$ cat config.mk
export PLATFORM = sky130hd
export DESIGN_NAME = icache_refill
export DESIGN_NICKNAME = d
export VERILOG_FILES = /design/src/rtl/icache_refill_pkg.sv /design/src/rtl/icache_refill.sv
export SDC_FILE = /design/constraint.sdc
export NUM_CORES = 1
export LEC_CHECK = 0
export BUFFER_PORTS_ARGS = -buffer_cell sky130_fd_sc_hd__buf_2
export CAP_MARGIN = 20
export CORE_MARGIN = 2
export CORE_UTILIZATION = 30
export DETAILED_ROUTE_END_ITERATION = 16
export HOLD_SLACK_MARGIN = 0.12
export PLACE_DENSITY = 0.55
export SETUP_SLACK_MARGIN = 0.15
export SLEW_MARGIN = 20
export SYNTH_ARGS = -nofsm -noshare
export SYNTH_HDL_FRONTEND = slang
export SYNTH_SLANG_ARGS = --single-unit
$ cat constraint.sdc
create_clock -name clk -period 3.4 [get_ports clk]
set_input_delay 0.51 -clock clk [delete_from_list [all_inputs] [get_ports clk]]
set_output_delay 0.51 -clock clk [all_outputs]
set_load 0.05 [all_outputs]
$ cat src/rtl/icache_refill_pkg.sv
// Shared definitions for the instruction-cache refill engine: default
// geometry and the refill state encoding (also used for debug display).
package icache_refill_pkg;

  localparam int REFILL_ADDR_W_DEF     = 32;
  localparam int REFILL_BLK_INSTR_DEF  = 16;

  typedef enum logic [1:0] {
    ST_IDLE = 2'd0,
    ST_REQ  = 2'd1,
    ST_READ = 2'd2,
    ST_DONE = 2'd3
  } refill_state_e;

endpackage

$ cat src/rtl/icache_refill.sv
// Instruction-cache refill engine. On a fetch miss it requests the shared
// byte-wide RAM port, streams one block in byte by byte (little-endian lane
// order), then presents the assembled block with its block-aligned address
// to the cache as a single-cycle fill strobe. A flush aborts an in-flight
// refill; a flush arriving once the block is complete does not stop the fill.
module icache_refill
  import icache_refill_pkg::*;
#(
  parameter int ICACHE_BLK_INSTR = REFILL_BLK_INSTR_DEF,
  parameter int ADDR_W           = REFILL_ADDR_W_DEF
) (
  input  logic                          clk,
  input  logic                          rst_in,
  input  logic                          miss_en,
  input  logic [ADDR_W-1:0]             miss_addr,
  input  logic                          flush,
  output logic                          bus_req,
  input  logic                          bus_gnt,
  output logic [ADDR_W-1:0]             ram_a,
  input  logic [7:0]                    ram_din,
  output logic                          fill_en,
  output logic [ADDR_W-1:0]             fill_addr,
  output logic [32*ICACHE_BLK_INSTR-1:0] fill_data,
  output logic                          busy
);

  localparam int BLK_BYTES = 4 * ICACHE_BLK_INSTR;
  localparam int BLK_BITS  = 8 * BLK_BYTES;
  localparam int OFF_W     = $clog2(BLK_BYTES);
  localparam int CNT_W     = OFF_W + 1;

  localparam logic [ADDR_W-1:0] OFF_MASK  = ADDR_W'(BLK_BYTES - 1);
  localparam logic [CNT_W-1:0]  LAST_BYTE = CNT_W'(BLK_BYTES - 1);

  refill_state_e     state;
  refill_state_e     state_nxt;
  logic [ADDR_W-1:0] base;
  logic [CNT_W-1:0]  issue_cnt;
  logic [CNT_W-1:0]  recv_cnt;
  logic [BLK_BITS-1:0] blk_buf;
  logic [OFF_W-1:0]  issue_off;
  logic              capture;

  // A byte is in flight whenever more addresses were issued than bytes taken;
  // once every address has gone out the read address parks on the last byte.
  assign capture   = (state == ST_READ) && (recv_cnt < issue_cnt);
  assign issue_off = issue_cnt[CNT_W-1] ? {OFF_W{1'b1}} : issue_cnt[OFF_W-1:0];

  // State register; reset abandons any refill and returns to idle.
  always_ff @(posedge clk) begin
    if (rst_in) begin
      state <= ST_IDLE;
    end else begin
      state <= state_nxt;
    end
  end

  // Block base latch, issue/receive counters and per-byte-lane block buffer.
  always_ff @(posedge clk) begin
    if (rst_in) begin
      base      <= '0;
      issue_cnt <= '0;
      recv_cnt  <= '0;
      blk_buf   <= '0;
    end else begin
      case (state)
        ST_IDLE: begin
          if (miss_en && !flush) begin
            base <= miss_addr & ~OFF_MASK;
          end
        end
        ST_REQ: begin
          issue_cnt <= '0;
          recv_cnt  <= '0;
        end
        ST_READ: begin
          if (!issue_cnt[CNT_W-1]) begin
            issue_cnt <= issue_cnt + 1'b1;
          end
          if (capture) begin
            blk_buf[8*recv_cnt[OFF_W-1:0] +: 8] <= ram_din;
            recv_cnt <= recv_cnt + 1'b1;
          end
        end
        default: begin
        end
      endcase
    end
  end

  // Next-state decode plus outputs, which depend only on registered state so
  // no input ever reaches an output combinationally.
  always_comb begin
    state_nxt = state;
    bus_req   = 1'b0;
    busy      = 1'b0;
    ram_a     = '0;
    fill_en   = 1'b0;
    fill_addr = '0;
    fill_data = '0;
    case (state)
      ST_IDLE: begin
        if (miss_en && !flush) begin
          state_nxt = ST_REQ;
        end
      end
      ST_REQ: begin
        bus_req = 1'b1;
        busy    = 1'b1;
        if (flush) begin
          state_nxt = ST_IDLE;
        end else if (bus_gnt) begin
          state_nxt = ST_READ;
        end
      end
      ST_READ: begin
        bus_req = 1'b1;
        busy    = 1'b1;
        ram_a   = base | ADDR_W'(issue_off);
        if (flush) begin
          state_nxt = ST_IDLE;
        end else if (capture && (recv_cnt == LAST_BYTE)) begin
          state_nxt = ST_DONE;
        end
      end
      ST_DONE: begin
        busy      = 1'b1;
        fill_en   = 1'b1;
        fill_addr = base;
        fill_data = blk_buf;
        state_nxt = ST_IDLE;
      end
      default: begin
        state_nxt = ST_IDLE;
      end
    endcase
  end

endmodule

# After elaboration in Yosys (flattened, before gate mapping)
# Index checks and enable logic that the tools add are counted.
[op_classes]
shifts = 2
addsub = 3
magnitude_cmp = 1
mux = 18
bitwise = 1
eq_ne = 9
reduce_logical = 13
[ops]
columns = ["op", "count"]
rows = [
  ["$bwmux W512", 1],
  ["$mux W512", 1],
  ["$shift A8 B34 Y512 const A", 1],
  ["$shiftx A8 B34 Y512", 1],
  ["$mux W32", 2],
  ["$neg A9 Y34", 1],
  ["$or A32 B6 Y32", 1],
  ["$pmux W7 S2", 2],
  ["$add A7 B1 Y7 const B", 2],
  ["$mux W7", 2],
  ["$mux W2", 5],
  ["$pmux W2 S4", 1],
  ["$reduce_and A2 Y1", 4],
  ["$eq A7 B6 Y1 const B", 1],
  ["$lt A7 B7 Y1", 1],
  ["$mux W6", 1],
  ["$ne A2 B2 Y1 const B", 3],
  ["$eq A2 B2 Y1 const B", 2],
  ["$logic_and A1 B1 Y1", 3],
  ["$mux W1", 3],
  ["$ne A3 B2 Y1 const B", 1],
  ["$ne A3 B3 Y1 const B", 1],
  ["$reduce_and A3 Y1", 1],
  ["$reduce_or A3 Y1", 1],
  ["other kinds (5)", 5],
]
[totals]
register_bits = 554
in_bits = 45
elab_cells = 53
output_inout_bits = 579

# Longest topological paths before layout
[depth]
word_depth = 6
ltp_mapped = 13
ltp_nobuf = 8

# Least setup slack after synthesis
# Ideal clock, no wire load.
[synth_timing]
path_kind = "register -> register"
start = "register recv_cnt[0]"
end = "register blk_buf[344]"
t_required_ns = 3.265
path_stages_with_launch = 14
setup_slack_ns = 0.181
setup_ns = 0.135
period_less_slack_ns = 3.219
path_buffers = 6
arrival_time_ns = 3.084
path_cell_list = "dfxtp_1 > clkbuf_1 > clkbuf_1 > inv_1 > ha_1 > clkbuf_1 > buf_2 > o21bai_1 > a21o_1 > buf_2 > nor2_1 > buf_2 > nand3_1 > mux2i_1"
[synth_between]
elab_chain_cells = 3
elab_cells_between_ends = 7
classes_between = "1 x add/sub; 1 x order compare; 2 x shift; 1 x mux; 2 x reduce/logical"
[synth_rtl]
columns = ["item", "line_no", "rtl"]
rows = [
  ["start: declaration", "icache_refill.sv:39", "logic [CNT_W-1:0] recv_cnt;"],
  ["start signal: assignment", "icache_refill.sv:82", "recv_cnt <= recv_cnt + 1'b1;"],
  ["$neg A9 Y34 / $lt A7 B7 Y1 (equally long branches)", "icache_refill.sv:81, icache_refill.sv:46", ""],
  ["$shiftx A8 B34 Y512 (tied with other cells)", "icache_refill.sv:81", "blk_buf[8*recv_cnt[OFF_W-1:0] +: 8] <= ram_din;"],
  ["$bwmux W512 / $reduce_and A2 Y1 (equally long branches)", "-", ""],
  ["end signal: indexed assignment", "icache_refill.sv:81", ""],
  ["end: declaration", "icache_refill.sv:40", "logic [BLK_BITS-1:0] blk_buf;"],
]
# Several ways; a longest one is shown, not always the timed one.
# A chain may end at the register's enable or synchronous reset.

# Final worst setup path
[layout_timing]
start = "register recv_cnt[1]"
end = "register blk_buf[306]"
# The elaborated chain is that of the path after synthesis.

==> results.sh <==
export IMPL_path_cells="inv_1 > ha_1 > nor4bb_1 > a31o_2 > nand2_1 > or4_1 > mux2i_1"
export IMPL_worstMarginPinSlew_ps=1060
export IMPL_io_buffer_count=611
export IMPL_ir_drop_mv=0.325
export IMPL_via_count=22400
export IMPL_seqPwrFrac=0.450
export IMPL_internal_power_uw=11100
export IMPL_pin_count=624
export IMPL_rows=107
export IMPL_gp_congestion=0.877
export IMPL_crit_arrival_ps=3610
export IMPL_maxCapViolCount=0
export IMPL_switching_share=0.232
export IMPL_timing_slew_headroom=0.291
export IMPL_synth_edff_count=0
export IMPL_seq_area_frac_synth=0.428
export IMPL_htree_levels=3
export IMPL_drt_total_wl_um=95500
export IMPL_p_switching_uw=3360
export IMPL_viasPerCell=4.72
export IMPL_grt_antenna_before_repair=3
export IMPL_synth_flop_cell="dfxtp_1"
export IMPL_drive_gt1_frac=0.249
export IMPL_max_freq_ghz=0.320
export IMPL_p_leak_uw=0.0165
export IMPL_whs_endpoint="state[1]"
export IMPL_coreArea_mm2=0.0854
export IMPL_min_period_over_period=0.920
export IMPL_clockPowerShare=0.519
export IMPL_regToRegEndpoint="blk_buf[306]"
export IMPL_rsz0062_at_grt="yes"
export IMPL_min_path_type="primary input to flop"
export IMPL_critPathSlowestCell="or4_1"
export IMPL_initial_core_util=0.304
export IMPL_clock_sinks=554
export IMPL_root_buffer="clkbuf_16"
export IMPL_critPathMaxStageDelay_ps=820
export IMPL_syn_instance_count=2957
export IMPL_combinationalPowerShare=0.031
export IMPL_finalSetupTns_ps=0
export IMPL_path_max_fanout=15
export IMPL_layout_commonest_cell="nand2_1"
export IMPL_clockBufferDepth=3
export IMPL_numCtsBuffers=66
export IMPL_clkLatencyLatePin_ps=620
export IMPL_fp_dieH_um=298
export IMPL_grt_pass1_vias=22000
export IMPL_status="complete, no violations"
export IMPL_track_usage=0.207
export IMPL_globalRouteOverflowTotal=0
export IMPL_post_place_ws_ps=178
export IMPL_stdcell_count=4754
export IMPL_r2r_cells=7
export IMPL_drt_pass1_iter_count=5
export IMPL_die_x_um=298
export IMPL_synth_distinct_cells=65
export IMPL_whs_path_depth=3
export IMPL_nets=3618
export IMPL_crit_required_ps=3880
export IMPL_avgSynthCellArea_um2=8.77
export IMPL_cp_num_buf_inv=1
export IMPL_syn_to_final_growth_pct=28.0
export IMPL_multi_input_area_mm2=0.0140
export IMPL_rrSetupSlack_ps=270
export IMPL_cp_start_kind="flop"
export IMPL_reg2reg_from="recv_cnt[1]"
export IMPL_timing_final_hold_violations=0
export IMPL_register_area_mm2=0.0111
export IMPL_post_dp_hpwl_um=68000
export IMPL_grt_max_degree=182
export IMPL_async_flop_share=0
export IMPL_cts_tree="built"
export IMPL_min_from="flush"
export IMPL_nFillCells=8862
export IMPL_cp_top_family="simple AND/OR/NAND/NOR gates"
export IMPL_critPathCaptureType="flop"
export IMPL_power_density_mw_per_mm2=437
export IMPL_clock_skew_ps=20.3
export IMPL_yosys_warnings=0
export IMPL_fin_ws_ps=271
export IMPL_synth_seq_cells=554
export IMPL_post_route_min_period_ps=3130
export IMPL_route_antenna_remaining_nets=0
export IMPL_die_area_mm2=0.0888
export IMPL_initialDrtViolationCount=1391
export IMPL_setup_viol=0
export IMPL_wl_per_cell_um=20.1
export IMPL_dp_cells=4605
export IMPL_path_class="flop to flop"
export IMPL_synth_cell_area_mm2=0.0259
export IMPL_drc=0
export IMPL_finalMaxSlewViolations=0
export IMPL_cts_clk_slew_worst_paths_ps=60
export IMPL_grt_pass1_wl_um=141000
export IMPL_final_cell_mix="667 x nand2_1, 610 x buf_2, 566 x and2_1"
[sequential cells by signal (all words and copies together), names as in the netlist]
signal / count
recv_cnt: 7
state: 2
blk_buf: 512
issue_cnt: 7
base: 26
[worst max path at each step]
stage	slack [ps]	from	endpoint	cells past startpoint
finish	270	recv_cnt[1]	blk_buf[306]	7
global route	120	recv_cnt[1]	blk_buf[304]	7
CTS	150	recv_cnt[1]	blk_buf[244]	9
detailed placement	180	recv_cnt[1]	blk_buf[244]	9
global placement	250	recv_cnt[1]	blk_buf[288]	7
floorplan	180	recv_cnt[0]	blk_buf[344]	13
[routing by layer]
layer,wire length (um),track usage,part of all wire
met4,2950,0.0690,0.031
met1,42100,0.264,0.44
met2,45800,0.349,0.48
met3,4600,0.0373,0.048
met5,0,0,0
[final cells by class]
class,instances,share of cell area
multi-input combinational,2167,0.421
sequential,554,0.334
timing repair buffer,752,0.130
clock buffer,99,0.0595
tap,1144,0.0431
clock inverter,18,0.0101
inverter,17,0.00215
antenna,3,0.000226
[synthesized netlist by cell type, types with 16 or more instances]
master	number	area share
nand2_1	667	0.097
and2_1	566	0.14
dfxtp_1	554	0.43
mux2i_1	457	0.18
clkbuf_1	178	0.026
nor2_1	56	0.0081
a21oi_1	46	0.0089
nand3_1	46	0.0089
nor2b_1	38	0.0092
nand4_1	28	0.0068
buf_2	27	0.0052
mux2_2	24	0.010
o311ai_0	24	0.0081
o31ai_1	19	0.0055
or3_1	18	0.0043
inv_1	17	0.0025
o21ai_0	16	0.0031
[cells by family after synthesis]
kind of cell	count (synthesis)	share of synthesized area
adder cells (fa/ha/maj)	15	0.00724
AO/OA/AOI/OAI	164	0.0445
other	1	0.000145
buffers and inverters	241	0.0373
flip-flops	554	0.428
XOR/XNOR	4	0.00135
multiplexers	481	0.187
AND/OR/NAND/NOR	1497	0.295
[worst reg2reg max path, stage by stage (launching register included)]
cell,delay (ps)
dfxtp_1,470
inv_1,80
ha_1,580
nor4bb_1,520
a31o_2,200
nand2_1,120
or4_1,820
mux2i_1,220
[stage by stage]
step / power [uW] / util / hold slack [ps] / instance area [um^2]
floorplan: 6920 / - / 430 / 26000
global placement: 7110 / 0.357 / 438 / 30500
detailed placement: 7110 / 0.357 / 443 / 30500
CTS: 14700 / 0.387 / 190 / 33100
global route: 15000 / 0.389 / 249 / 33200
finish: 14500 / 0.389 / 241 / 33200
[what timing repair did]
| item | 4_1_cts | 5_1_grt |
|---|---|---|
| gates resized for setup | 0 | 12 |
| hold buffers | 26 | 0 |
| buffers inserted | 0 | 3 |
| endpoints found under the hold margin | 26 | 0 |
| setup endpoints to repair | 0 | 123 |
[power groups by stage]
stage	logic [uW]	clock network, uW	registers, uW
after floorplan	258	0	6660
after global placement	437	0	6670
after detailed placement	435	0	6670
after CTS	459	7720	6530
after global routing	489	7990	6530
final	450	7530	6530
No activity file was read; power rests on OpenSTA's default activity.
